## src/rtl/uart_frame_if.sv

```systemverilog
// uart_frame_if: serial line, 16x-baud enable and framed-payload outputs of the PC->FPGA receive path
interface uart_frame_if #(parameter int PAYLOAD_BYTES = 20);
  logic clken_16bps;
  logic fpga_rxd;
  logic [8*PAYLOAD_BYTES-1:0] output_data;
  logic frame_valid;
  logic frame_err;
  logic rxd_busy;
  modport master(output clken_16bps, fpga_rxd, input output_data, frame_valid, frame_err, rxd_busy);
  modport slave(input clken_16bps, fpga_rxd, output output_data, frame_valid, frame_err, rxd_busy);
endinterface

```

## src/rtl/uart_frame_rx.sv

```systemverilog
// uart_frame_rx: 8N1 receiver that locks on a doubled header byte and emits PAYLOAD_BYTES-byte frames.
// Define UART_FRAME_TIMEOUT_EN to abort a payload after TIMEOUT_TICKS idle clken ticks.
module uart_frame_rx #(
  parameter int PAYLOAD_BYTES = 20,
`ifdef UART_FRAME_TIMEOUT_EN
  parameter int TIMEOUT_TICKS = 640,
`endif
  parameter logic [7:0] HDR_BYTE = 8'h5A
) (
  input logic clk_50m,
  input logic rst_n,
  uart_frame_if.slave u
);
  localparam int W = 8 * PAYLOAD_BYTES;
  localparam int CW = $clog2(PAYLOAD_BYTES + 1);
  localparam logic [CW-1:0] LAST = CW'(PAYLOAD_BYTES - 1);
  typedef enum logic [1:0] {IDLE, START, DATA, STOP} bit_st_t;
  typedef enum logic [1:0] {HUNT0, HUNT1, PAYLOAD} frm_st_t;
  bit_st_t bst, bst_n;
  frm_st_t fst, fst_n;
  logic [1:0] rxd_sync;
  logic rxd;
  logic [3:0] tcnt, tcnt_n;
  logic [2:0] bcnt, bcnt_n;
  logic [7:0] rx_byte, rx_byte_n;
  logic byte_stb, byte_stb_n, byte_ferr, byte_ferr_n;
  logic [CW-1:0] cnt, cnt_n;
  logic [W-1:0] shreg, shreg_n, data_n;
  logic valid_n, err_n, busy_n, tmo_hit;
  assign rxd = rxd_sync[1];
  // Bit FSM: start resampled 8 ticks after the falling edge, then every 16 ticks
  always_comb begin
    bst_n = bst;
    tcnt_n = tcnt;
    bcnt_n = bcnt;
    rx_byte_n = rx_byte;
    byte_stb_n = 1'b0;
    byte_ferr_n = 1'b0;
    if (u.clken_16bps) begin
      tcnt_n = tcnt + 4'd1;
      case (bst)
        IDLE: begin
          tcnt_n = '0;
          bcnt_n = '0;
          bst_n = rxd ? IDLE : START;
        end
        START: if (tcnt == 4'd7) begin
          tcnt_n = '0;
          bst_n = rxd ? IDLE : DATA;
        end
        DATA: if (tcnt == 4'd15) begin
          rx_byte_n = {rxd, rx_byte[7:1]};
          bcnt_n = bcnt + 3'd1;
          bst_n = (bcnt == 3'd7) ? STOP : DATA;
        end
        STOP: if (tcnt == 4'd15) begin
          bst_n = IDLE;
          byte_stb_n = rxd;
          byte_ferr_n = !rxd;
        end
        default: bst_n = IDLE;
      endcase
    end
  end
  always_ff @(posedge clk_50m or negedge rst_n)
    if (!rst_n) begin
      rxd_sync <= 2'b11;
      bst <= IDLE;
      tcnt <= '0;
      bcnt <= '0;
      rx_byte <= '0;
      byte_stb <= 1'b0;
      byte_ferr <= 1'b0;
    end else begin
      rxd_sync <= {rxd_sync[0], u.fpga_rxd};
      bst <= bst_n;
      tcnt <= tcnt_n;
      bcnt <= bcnt_n;
      rx_byte <= rx_byte_n;
      byte_stb <= byte_stb_n;
      byte_ferr <= byte_ferr_n;
    end
`ifdef UART_FRAME_TIMEOUT_EN
  localparam logic [9:0] TMO = 10'(TIMEOUT_TICKS);
  logic [9:0] tmo;
  always_ff @(posedge clk_50m or negedge rst_n)
    if (!rst_n) tmo <= '0;
    else if (fst != PAYLOAD || byte_stb || byte_ferr) tmo <= '0;
    else if (u.clken_16bps) tmo <= tmo + 10'd1;
  assign tmo_hit = tmo == TMO;
`else
  assign tmo_hit = 1'b0;
`endif
  // Frame FSM: header bytes are only special while hunting
  always_comb begin
    fst_n = fst;
    cnt_n = cnt;
    shreg_n = shreg;
    data_n = u.output_data;
    valid_n = 1'b0;
    err_n = 1'b0;
    busy_n = u.rxd_busy;
    case (fst)
      HUNT0: fst_n = (byte_stb && rx_byte == HDR_BYTE) ? HUNT1 : HUNT0;
      HUNT1: if (byte_stb || byte_ferr) begin
        fst_n = (byte_stb && rx_byte == HDR_BYTE) ? PAYLOAD : HUNT0;
        busy_n = byte_stb && rx_byte == HDR_BYTE;
        cnt_n = '0;
      end
      PAYLOAD: if (byte_stb) begin
        shreg_n = {shreg[W-9:0], rx_byte};
        cnt_n = cnt + CW'(1);
        if (cnt == LAST) begin
          data_n = shreg_n;
          valid_n = 1'b1;
          busy_n = 1'b0;
          fst_n = HUNT0;
        end
      end else if (byte_ferr || tmo_hit) begin
        err_n = 1'b1;
        busy_n = 1'b0;
        fst_n = HUNT0;
      end
      default: fst_n = HUNT0;
    endcase
  end
  always_ff @(posedge clk_50m or negedge rst_n)
    if (!rst_n) begin
      fst <= HUNT0;
      cnt <= '0;
      shreg <= '0;
      u.output_data <= '0;
      u.frame_valid <= 1'b0;
      u.frame_err <= 1'b0;
      u.rxd_busy <= 1'b0;
    end else begin
      fst <= fst_n;
      cnt <= cnt_n;
      shreg <= shreg_n;
      u.output_data <= data_n;
      u.frame_valid <= valid_n;
      u.frame_err <= err_n;
      u.rxd_busy <= busy_n;
    end
endmodule

```

## src/flat_wrapper.sv

```systemverilog
// flat-port wrapper written by rule: the top's interface ports become plain ports
module uart_frame_rx_flat 
#(
  parameter int PAYLOAD_BYTES = 20,

  parameter logic [7:0] HDR_BYTE = 8'h5A
)
  (clk_50m, rst_n, u_clken_16bps, u_fpga_rxd, u_output_data, u_frame_valid, u_frame_err, u_rxd_busy);
  uart_frame_if #(.PAYLOAD_BYTES(PAYLOAD_BYTES)) u_i ();
  input logic clk_50m;
  input logic rst_n;
  input wire logic [$bits(u_i.clken_16bps)-1:0] u_clken_16bps;
  input wire logic [$bits(u_i.fpga_rxd)-1:0] u_fpga_rxd;
  output wire logic [$bits(u_i.output_data)-1:0] u_output_data;
  output wire logic [$bits(u_i.frame_valid)-1:0] u_frame_valid;
  output wire logic [$bits(u_i.frame_err)-1:0] u_frame_err;
  output wire logic [$bits(u_i.rxd_busy)-1:0] u_rxd_busy;
  assign u_i.clken_16bps = u_clken_16bps;
  assign u_i.fpga_rxd = u_fpga_rxd;
  assign u_output_data = u_i.output_data;
  assign u_frame_valid = u_i.frame_valid;
  assign u_frame_err = u_i.frame_err;
  assign u_rxd_busy = u_i.rxd_busy;
  uart_frame_rx #(.PAYLOAD_BYTES(PAYLOAD_BYTES), .HDR_BYTE(HDR_BYTE)) u_core (.clk_50m(clk_50m), .rst_n(rst_n), .u(u_i));
endmodule
```

## config.mk

```make
export PLATFORM = sky130hd
export DESIGN_NAME = uart_frame_rx_flat
export DESIGN_NICKNAME = d
export VERILOG_FILES = /design/src/rtl/uart_frame_if.sv /design/src/rtl/uart_frame_rx.sv /design/src/flat_wrapper.sv
export SDC_FILE = /design/constraint.sdc
export NUM_CORES = 1
export LEC_CHECK = 0
export CORE_ASPECT_RATIO = 0.6
export CORE_MARGIN = 2
export CORE_UTILIZATION = 50
export CTS_CLUSTER_SIZE = 20
export DETAILED_ROUTE_END_ITERATION = 12
export PLACE_DENSITY = 0.82
export SYNTH_ARGS = -nofsm -noshare
export SYNTH_HDL_FRONTEND = slang
export SYNTH_SLANG_ARGS = --single-unit
```

## constraint.sdc

```tcl
create_clock -name clk_50m -period 1.9 [get_ports clk_50m]
set_input_delay 0.285 -clock clk_50m [delete_from_list [all_inputs] [get_ports clk_50m]]
set_output_delay 0.285 -clock clk_50m [all_outputs]
set_load 0.01 [all_outputs]
```

---- Word-level counts from Yosys, hierarchy flattened ----
Cells that the tools add are included.
W data, S select, Z words.
cells by class
  add/sub/neg operators ................... 3
  eq/ne operators ......................... 17
  multiplexer cells ....................... 38
  reduce and logical (&&, ||, !) cells .... 15
operators with widths
  operator               count
  $mux W1                19
  $mux W2                9
  $reduce_and A3 Y1      5
  $mux W5                2
  $ne A2 B1 Y1 const B   5
  $pmux W5 S2            1
  $eq A8 B7 Y1 const B   1
  $pmux W2 S4            1
  $pmux W4 S2            1
  $reduce_and A4 Y1      2
  $eq A2 B2 Y1 const B   3
  $pmux W2 S3            1
  $pmux W3 S2            1
  $add A5 B1 Y5 const B  1
  $eq A5 B5 Y1 const B   1
  $add A4 B1 Y4 const B  1
  $eq A2 B1 Y1 const B   2
  $eq A4 B3 Y1 const B   1
  $eq A4 B4 Y1 const B   1
  $logic_not A2 Y1       2
  $mux W4                1
  $reduce_bool A2 Y1     2
  $add A3 B1 Y3 const B  1
  $eq A3 B3 Y1 const B   1
  other kinds (8)        8
storage, ports and cells
  register bits ........................... 343
  input port bits ......................... 4
  output and inout port bits .............. 163
  word-level logic and storage cells ...... 87

---- Logic depth before layout (Yosys ltp) ----
Gate-level depths: netlist (run 1).
  depth after elaboration ................. 5
  gate-level depth with buffers ........... 7
  depth with buffers taken out ............ 6

---- Worst setup path after synthesis (run 1) ----
OpenSTA, ideal clock, no wires.
  kind .................................... reg2reg
  start point ............................. register u_core.fst[0]
  end point ............................... register u_core.shreg[100]
  arrival time ............................ 1.643 ns
  data required time ...................... 1.775 ns
  setup slack ............................. 0.133 ns
  cell stages (with the launch flop) ...... 8
  buffers on the path ..................... 3
  clock period less this slack ............ 1.767 ns
  cell sequence ........................... dfrtp_1 > inv_1 > ha_1 > buf_2 > nand2_1 > buf_2 > buf_2 > mux2_2
between the ends
  cells in the longest elaborated chain, start to end .. 2
ends and longest elaborated chain
  element                      line                  RTL
  from (decl)                  uart_frame_rx.sv:20   frm_st_t fst, fst_n;
  from (signal assigned)       uart_frame_rx.sv:137  fst <= fst_n;
  $eq A2 B2 Y1                 uart_frame_rx.sv:103  case (fst)
  $reduce_and A2 Y1 (no line)  -
  to (signal assigned)         uart_frame_rx.sv:139  shreg <= shreg_n;
  to (decl)                    uart_frame_rx.sv:28   logic [W-1:0] shreg, shreg_n, data_n;
Every way passes these cells.
A chain may end at the register's enable or synchronous reset.

---- Worst setup path in the final report (run 1) ----
  start point ............................. register u_core.cnt[0]
  end point ............................... register u_core.u.output_data[29]
between the ends
  cells in the longest elaborated chain, start to end .. 2
ends and longest elaborated chain
  element                      line                  RTL
  from (decl)                  uart_frame_rx.sv:27   logic [CW-1:0] cnt, cnt_n;
  from (signal assigned)       uart_frame_rx.sv:138  cnt <= cnt_n;
  $eq A5 B5 Y1                 uart_frame_rx.sv:113  if (cnt == LAST) begin
  $reduce_and A3 Y1 (no line)  -
  to (signal assigned)         uart_frame_rx.sv:140  u.output_data <= data_n;
  to (decl)                    uart_frame_if.sv:10   modport slave(input clken_16bps, fpga_rxd, output output_data, frame_valid, frame_err, rxd_busy);
Every way passes these cells.

==> results of run 1 <==
[state kept, by name (all words and copies together) (netlist names), named ones only]
signal / count
u_core.shreg: 152
u_core.byte_stb: 1
u_core.bcnt: 3
u_core.bst: 1
u_core.fst: 2
u_core.cnt: 5
u_core.u.frame_valid: 1
u_core.u.output_data: 160
u_core.u.frame_err: 1
u_core.rxd_sync: 2
u_core.byte_ferr: 1
u_core.tcnt: 4
u_core.rx_byte: 8
u_core.u.rxd_busy: 1
[synthesized netlist by cell type (2+ instances only)]
cell | instances | area (µm²)
nor2_1 | 11 | 41.3
or3_1 | 3 | 18.8
inv_1 | 10 | 37.5
o21a_1 | 2 | 15.0
o31ai_1 | 3 | 22.5
dfrtp_1 | 341 | 8530
mux2_1 | 89 | 1000
ha_1 | 7 | 87.6
nand4_1 | 3 | 18.8
buf_2 | 29 | 145
nand3_1 | 6 | 30.0
nand2b_1 | 4 | 25.0
dfstp_2 | 2 | 52.6
o22ai_1 | 2 | 12.5
o21ai_0 | 8 | 40.0
a22o_1 | 3 | 26.3
buf_6 | 10 | 113
mux2_2 | 233 | 2620
nand2_1 | 11 | 41.3
clkbuf_1 | 2 | 7.51
a21oi_1 | 4 | 20.0
[cells by family (layout without fill, tap and decap cells)]
| group | after synthesis | in the layout | share of synthesized area |
|---|---|---|---|
| AO/OA/AOI/OAI | 29 | 29 | 0.0148 |
| adder cells (fa/ha/maj) | 7 | 7 | 0.00672 |
| buffers and inverters | 51 | 273 | 0.0232 |
| flip-flops | 343 | 343 | 0.659 |
| multiplexers | 322 | 322 | 0.278 |
| other | 0 | 1 | 0 |
| AND/OR/NAND/NOR | 45 | 45 | 0.0179 |
[through the flow]
step	hold WS, ns	util
6_report	0.146	0.648
2_1_floorplan	-0.0106	-
5_1_grt	0.130	0.648
4_1_cts	0.123	0.646
3_3_place_gp	0.240	0.605
3_5_place_dp	0.238	0.605
[what timing repair did]
item / CTS / global route
resized for setup: 0 / 4
endpoints found under the setup margin: 0 / 55
endpoints found under the hold margin: 49 / 0
hold buffers: 1 / 0
[power by group]
part	internal, W	total (W)	leakage (nW)	switching, W
clock	0.00378	0.00638	0.518	0.00260
combinational	0.000142	0.000409	3.07	0.000267
sequential	0.00738	0.00750	4.77	0.000124
[area by class of cell]
cell class,count,share of cell area
diodes,1,0.000152
clock buffers,46,0.0541
clock inverters,10,0.00948
inverters,10,0.00228
multi-input cells,403,0.252
flip-flops and latches,343,0.521
well taps,352,0.0267
repair buffers,207,0.134
[final timing paths]
kind | from | endpoint | slack [ns] | depth (start not counted)
hold reg to reg | u_core.rxd_sync[0]$_DFF_PN1_ | u_core.rxd_sync[1]$_DFF_PN1_ | 0.36 | 0
setup / recovery | u_core.cnt[0]$_DFFE_PN0P_ | u_core.u.output_data[29]$_DFFE_PN0P_ | 0.06 | 6
setup reg to reg | u_core.cnt[0]$_DFFE_PN0P_ | u_core.u.output_data[29]$_DFFE_PN0P_ | 0.06 | 6
max in group asynchronous | rst_n | u_core.shreg[22]$_DFFE_PN0P_ | 0.89 | 3
hold / removal | u_fpga_rxd | u_core.rxd_sync[0]$_DFF_PN1_ | 0.15 | 1
min in group asynchronous | rst_n | u_core.u.output_data[131]$_DFFE_PN0P_ | 0.25 | 2
[metal layers]
layer	part of all wire	vias up	GRT usage
li1	-	3225	-
met2	0.45	141	0.293
met4	0.013	0	0.0296
met3	0.041	26	0.0376
met5	0	-	0
met1	0.50	3734	0.296
==> reports/metrics.cfg, run 1 <==
[outcome]
status = complete, no violations

[finish]
nets = 1006
layout.area.seq_um2 = 8590
drive_gt1_frac = 0.322
nFillCells = 1785
fin_area_um2 = 16500
multi_input_area_um2 = 4160
mostFrequentLayoutCells = dfrtp_1, mux2_2, clkdlybuf4s50_1, mux2_1, clkbuf_16
areaGrowthSynthToFinish_pct = 26.6
final_common_cell = dfrtp_1
instances_no_fill = 1372

[timing]
max_slew_margin = 0.707
timing.final.crit_period_ns = 1.84
setup_tns_ns = 0
clock_skew_ns = 0.0181
fin_ws_ns = 0.0591
rsz0062_at_grt = no
slew_violations = 0
fmax_ghz = 0.543
post-route-period-util = 0.969
max_slew.worst_pin.slew_ns = 0.439
final-hold-violation-count = 0
setup_viol = 0

[clock_tree]
numCtsBuffers = 30
cts.sinks = 343
root_buffer = clkbuf_16
clk_pin_slew_ns = 0.06
cts_tree = yes
insertion_delay_ns = 0.56
clockBufferDepth = 3
htreeDepth = 1
cts_setup_buffers = 0

[setup_path]
cp.required_ns = 2.32
critPathMaxFanout = 21
critPathTopFamily = flip-flops
path_cells = ha_2 > and4bb_1 > nand3_4 > buf_12 > buf_12 > mux2_1
cp-end-kind = flop
critPathLaunchType = flop
cp_slowest_cell = dfrtp_1
path_class = reg -> reg
critPathBufInv = 2
arrival_ns = 2.26
timing.critical_path.mode_cell = buf_12
max_stage_delay_ns = 0.40

[grt]
grt_pass1_vias = 7376
grt_overflow_total = 0
grt_pass1_wl_um = 41400
grt_max_degree = 70
antenna_found_initial = 0
grtUsageTotal = 0.193

[flow_run]
maxCapViolCount = 0

[route]
wl_per_cell_um = 19.1
routed_wl_um = 26200
first_iter_violations = 432
routed-via-count = 7126
vias_per_cell = 5.19
drc = 0
drtPass1Iterations = 4
drtAntennaViolNets = 0

[logic_synthesis]
synth_cell_types = 35
synth.avg_cell_area_um2 = 16.3
ys_warn_count = 0
yosysSeqAreaShare = 0.659
ys.flop_type = dfrtp_1
synth_seq_cells = 343
syn_nets = 808
syn_inst = 797
synth_edf_count = 0
synth_area_um2 = 13000
ys_async_sr_fraction = 1.00

[worst_hold_path]
hp-class = in -> reg

[die]
die_area_um2 = 27400
fp.dieW_um = 212
io_pins = 167
initial_core_util = 0.512
die_h_um = 129
fp.coreArea_um2 = 25400
row_count = 45

[pwr]
finalPower_w = 0.0143
peakVddDrop_mv = 0.577
p_leak_nw = 8.36
powerDensity_nw_per_um2 = 867

[place]
hpwl_um = 17500
port_buffers = 166
globalplace.congestion = 0.797
post-place-ws_ns = 0.0321
place_area_um2 = 15400
placedCellCount = 1313

No activity file was read; power rests on OpenSTA's default activity.
==> inputs of run 2 (changes only) <==
- CORE_ASPECT_RATIO: 0.6 -> 0.9
- CORE_UTILIZATION: 50 -> 56
- DONT_BUFFER_PORTS: default -> 1
- PLACE_DENSITY: 0.82 -> 0.8
==> reports/metrics.cfg, run 2 (synthesis results as in run 1) <==
[route]
routed_wl_um = 22900
drc = 0
wl_per_cell_um = 20.4
vias_per_cell = 5.76
first_iter_violations = 392
routed-via-count = 6487
drtAntennaViolNets = 0
drtPass1Iterations = 4

[setup_path]
reg2reg_slack_ns = 0.02
critPathTopFamily = flip-flops
max_stage_delay_ns = 0.40
critPathLaunchType = flop
path_class = reg -> reg
r2r_cells = 5
reg2reg_from = u_core.cnt[0]$_DFFE_PN0P_
critPathBufInv = 1
crit_end = u_core.u.output_data[60]$_DFFE_PN0P_
cp-end-kind = flop
path_cells = ha_1 > and4bb_1 > nand3_4 > buf_12 > mux2_1
cp.depth = 5
cp_slowest_cell = dfrtp_1
crit_start = u_core.cnt[0]$_DFFE_PN0P_
cp.required_ns = 2.28
arrival_ns = 2.26
rr_endpoint = u_core.u.output_data[60]$_DFFE_PN0P_
critPathMaxFanout = 58

[grt]
antenna_found_initial = 0
grt_pass1_vias = 7053
grt_pass1_wl_um = 37700
grt_overflow_total = 0
grtUsageTotal = 0.194
grt_max_degree = 344

[finish]
areaGrowthSynthToFinish_pct = 11.2
instances_no_fill = 1126
num_antenna_cells = 0
largest_reg_flops = 160
reg_top3 = u_core.u.output_data x160, u_core.shreg x152, u_core.rx_byte x8
drive_gt1_frac = 0.364
top_register = u_core.u.output_data
multi_input_area_um2 = 4160
mostFrequentLayoutCells = dfrtp_1, mux2_2, mux2_1, clkbuf_16, nor2_1
nFillCells = 1570
nets = 815
layout.area.seq_um2 = 8590
fin_area_um2 = 14500
final_common_cell = dfrtp_1

[clock_tree]
insertion_delay_ns = 0.51
root_buffer = clkbuf_16
htreeDepth = 2
clk_pin_slew_ns = 0.06
clockBufferDepth = 3
postCtsHoldBufs = 3
cts_tree = yes
numCtsBuffers = 34
cts.sinks = 343

[place]
placedCellCount = 1062
hpwl_um = 14600
place_area_um2 = 13300
globalplace.congestion = 0.780
port_buffers = 0

[pwr]
p_sw_frac = 0.203
p_switching_w = 0.00297
clkPwrFrac = 0.472
p_leak_nw = 7.65
peakVddDrop_mv = 0.888
p_comb_frac = 0.017
seq_power_share = 0.511
powerDensity_nw_per_um2 = 1010
power.internal_w = 0.0117

[die]
die_h_um = 149
fp.dieW_um = 165
die_area_um2 = 24500
fp.coreArea_um2 = 22600
initial_core_util = 0.575
io_pins = 167
row_count = 52

[timing]
max_slew.worst_pin.slew_ns = 1.09
clock_skew_ns = 0.0172
final-hold-violation-count = 343
holdWs_ns = -0.510
fmax_ghz = 0.531
timing.final.crit_period_ns = 1.88
setup_viol = 0
rsz0062_at_grt = yes
max_slew_margin = 0.276
post-route-period-util = 0.991
slew_violations = 0

[worst_hold_path]
hp-class = in -> async

[outcome]
status = finished with violations
violations = hold timing

[flow_run]
maxCapViolCount = 0

run 2: changes by cell type in the layout (fill, tap and decap cells not counted), moves of 3 or more:
cell,before,now
buf_12,16,6
buf_4,22,3
clkbuf_1,9,6
clkbuf_8,6,2
clkdlybuf4s50_1,165,0
clkinv_2,5,10
run 2: timing repair:
| item | 4_1_cts | 5_1_grt |
|---|---|---|
| setup buffers | 0 | 0 |
| resized for setup | 0 | 1 |
| setup endpoints to repair | 0 | 118 |
| endpoints found under the hold margin | 347 | 343 |
run 2: power groups by stage:
stage | combinational, W | clock [W] | sequential [W]
finish | 0.000248 | 0.00693 | 0.00751
global placement | 0.000197 | 0 | 0.00761
detailed placement | 0.000234 | 0 | 0.00763
global route | 0.000276 | 0.00741 | 0.00752
floorplan | 0.000256 | 0 | 0.00756
CTS | 0.000241 | 0.00709 | 0.00750
run 2: worst min-delay path by stage:
stage / to / slack, ns / cells past startpoint
CTS: u_core.shreg[113]$_DFFE_PN0P_ / -0.54 / 0
global placement: u_core.u.output_data[155]$_DFFE_PN0P_ / -0.004 / 0
floorplan: asynchronous set/reset pin / -0.01 / 0
detailed placement: u_core.u.output_data[155]$_DFFE_PN0P_ / -0.003 / 0
finish: u_core.u.output_data[147]$_DFFE_PN0P_ / -0.51 / 0
global route: u_core.shreg[113]$_DFFE_PN0P_ / -0.54 / 0
run 2: stage by stage:
stage	utilization	worst slack [ns]	hold slack (ns)	setup TNS (ns)	power, W
6_report	0.640	0.0173	-0.510	0	0.0147
5_1_grt	0.640	-0.0515	-0.544	-3.08	0.0152
4_1_cts	0.640	0.0165	-0.542	0	0.0148
3_5_place_dp	0.587	0.0204	-0.00319	0	0.00787
3_3_place_gp	0.587	0.0825	-0.00353	0	0.00781
2_1_floorplan	-	0.133	-0.0106	0	0.00781
run 2: routing by layer:
metal,vias to the layer above,GRT usage,share of wire
met3,44,0.0664,0.088
li1,2830,-,-
met2,187,0.312,0.48
met5,-,0,0
met4,0,0.0609,0.023
met1,3426,0.250,0.40
run 2: area by class of cell:
| class | count | area share |
|---|---|---|
| well taps | 297 | 0.0256 |
| inverters | 10 | 0.00259 |
| clock inverters | 19 | 0.0182 |
| clock buffers | 42 | 0.0622 |
| multi-input cells | 403 | 0.287 |
| repair buffers | 12 | 0.0119 |
| flip-flops and latches | 343 | 0.592 |
==> inputs of run 3 (changes only) <==
- CORE_UTILIZATION: 56 -> 25
- CTS_CLUSTER_SIZE: 20 -> 40
- HOLD_SLACK_MARGIN: default -> 0.03
- PLACE_DENSITY: 0.8 -> 0.46
==> reports/metrics.cfg, run 3 (synthesis results as in run 1) <==
[outcome]
status = finished with violations
violations = hold timing

[timing]
max_slew.worst_pin.slew_ns = 0.515
timing.final.crit_period_ns = 1.84
max_slew_margin = 0.657
final-hold-violation-count = 343
holdWs_ns = -0.560
clock_skew_ns = 0.0254
fmax_ghz = 0.545
rsz0062_at_grt = yes
post-route-period-util = 0.966
setup_viol = 0
slew_violations = 0

[finish]
areaGrowthSynthToFinish_pct = 17.5
top_register = u_core.u.output_data
reg_top3 = u_core.u.output_data x160, u_core.shreg x152, u_core.rx_byte x8
final_common_cell = dfrtp_1
utilization = 0.297
num_antenna_cells = 0
largest_reg_flops = 160
instances_no_fill = 1534
mostFrequentLayoutCells = dfrtp_1, mux2_2, mux2_1, clkbuf_16, nor2_1
drive_gt1_frac = 0.377
nets = 827

[pwr]
seq_power_share = 0.477
clkPwrFrac = 0.509
powerDensity_nw_per_um2 = 1030
p_sw_frac = 0.213
p_switching_w = 0.00336
power.internal_w = 0.0124
peakVddDrop_mv = 0.552
p_comb_frac = 0.014
p_leak_nw = 7.79

[clock_tree]
cts_setup_buffers = 0
root_buffer = clkbuf_16
numCtsBuffers = 41
cts_tree = yes
postCtsHoldBufs = 2
cts.sinks = 343
clk_pin_slew_ns = 0.06
htreeDepth = 2
insertion_delay_ns = 0.55
clockBufferDepth = 3

[grt]
antenna_found_initial = 0
grt_pass1_wl_um = 42100
grt_pass1_vias = 6790
grt_max_degree = 344
grtUsageTotal = 0.100
grt_overflow_total = 0

[flow_run]
maxCapViolCount = 0

[route]
routed-via-count = 6461
drtPass1Iterations = 5
vias_per_cell = 4.21
wl_per_cell_um = 17.5
first_iter_violations = 292
routed_wl_um = 26900
drtAntennaViolNets = 0
drc = 0

[place]
port_buffers = 0
placedCellCount = 1459
globalplace.congestion = 0.717
hpwl_um = 16500

[setup_path]
reg2reg_from = u_core.cnt[0]$_DFFE_PN0P_
critPathMaxFanout = 56
cp-end-kind = flop
rr_endpoint = u_core.u.output_data[14]$_DFFE_PN0P_
cp.required_ns = 2.31
crit_start = u_core.cnt[0]$_DFFE_PN0P_
r2r_cells = 5
arrival_ns = 2.25
reg2reg_slack_ns = 0.06
crit_end = u_core.u.output_data[14]$_DFFE_PN0P_
path_class = reg -> reg
critPathLaunchType = flop

[die]
row_count = 79
io_pins = 167
die_h_um = 221
die_area_um2 = 54000
initial_core_util = 0.252
fp.dieW_um = 245
fp.coreArea_um2 = 51600

[worst_hold_path]
hp-class = in -> async

[run 3: changes by cell type in the layout (fill, tap and decap cells not counted), moves of 2 or more]
cell | before | now
clkbuf_16 | 34 | 43
clkbuf_1 | 6 | 9
buf_12 | 6 | 9
bufinv_16 | 6 | 3
buf_4 | 3 | 5
clkbuf_8 | 2 | 9
clkinv_2 | 10 | 2
clkinvlp_4 | 0 | 5
[run 3: metal layers]
metal / up-vias / share of wire / GRT usage
li1: 2871 / - / -
met1: 3388 / 0.43 / 0.124
met2: 156 / 0.45 / 0.153
met3: 46 / 0.092 / 0.0455
met4: 0 / 0.026 / 0.0388
met5: - / 0 / 0
[run 3: worst min path at each step]
stage | startpoint | endpoint | slack [ns] | cells past startpoint
after floorplan | rst_n | asynchronous set/reset pin | -0.01 | 0
after global placement | rst_n | u_core.shreg[124]$_DFFE_PN0P_ | 0.007 | 0
after detailed placement | rst_n | u_core.u.output_data[132]$_DFFE_PN0P_ | 0.002 | 0
after CTS | rst_n | u_core.shreg[83]$_DFFE_PN0P_ | -0.61 | 0
after global routing | rst_n | u_core.shreg[147]$_DFFE_PN0P_ | -0.60 | 0
final | rst_n | u_core.u.output_data[135]$_DFFE_PN0P_ | -0.56 | 0
[run 3: area by class of cell]
cell class / count / area [µm²]
Tap cell: 688 / 861
Clock inverter: 12 / 155
Sequential cell: 343 / 8590
Clock buffer: 61 / 1230
Multi-Input combinational cell: 403 / 4170
Inverter: 10 / 37.5
Timing Repair Buffer: 17 / 265
Fill cell: 5147 / 36300
[run 3: worst max-delay path, stage by stage, from the launching register on]
cell,delay (ns)
dfrtp_1,0.38
ha_1,0.23
and4bb_1,0.25
nand3_4,0.16
buf_16,0.28
mux2_1,0.36
[run 3: stage by stage]
stage	hold WS, ns	setup WS, ns	TNS [ns]	cell area [µm²]	total power, W
floorplan	-0.0106	0.133	0	13000	0.00781
global placement	0.00652	0.0740	0	13900	0.00783
detailed placement	0.00207	0.0478	0	13900	0.00785
CTS	-0.614	0.0411	0	15300	0.0161
global route	-0.599	-0.0243	-0.206	15300	0.0164
finish	-0.560	0.0639	0	15300	0.0158
[run 3: power by group through the flow]
stage | sequential [W] | combinational (W) | clock (W)
after floorplan | 0.00756 | 0.000256 | 0
after global placement | 0.00763 | 0.000206 | 0
after detailed placement | 0.00763 | 0.000220 | 0
after CTS | 0.00750 | 0.000226 | 0.00836
after global routing | 0.00752 | 0.000254 | 0.00867
final | 0.00751 | 0.000225 | 0.00802
[run 3: repair_timing]
| action | 4_1_cts | 5_1_grt |
|---|---|---|
| gates resized for setup | 0 | 4 |
| setup endpoints to repair | 0 | 54 |
| endpoints found under the hold margin | 352 | 343 |
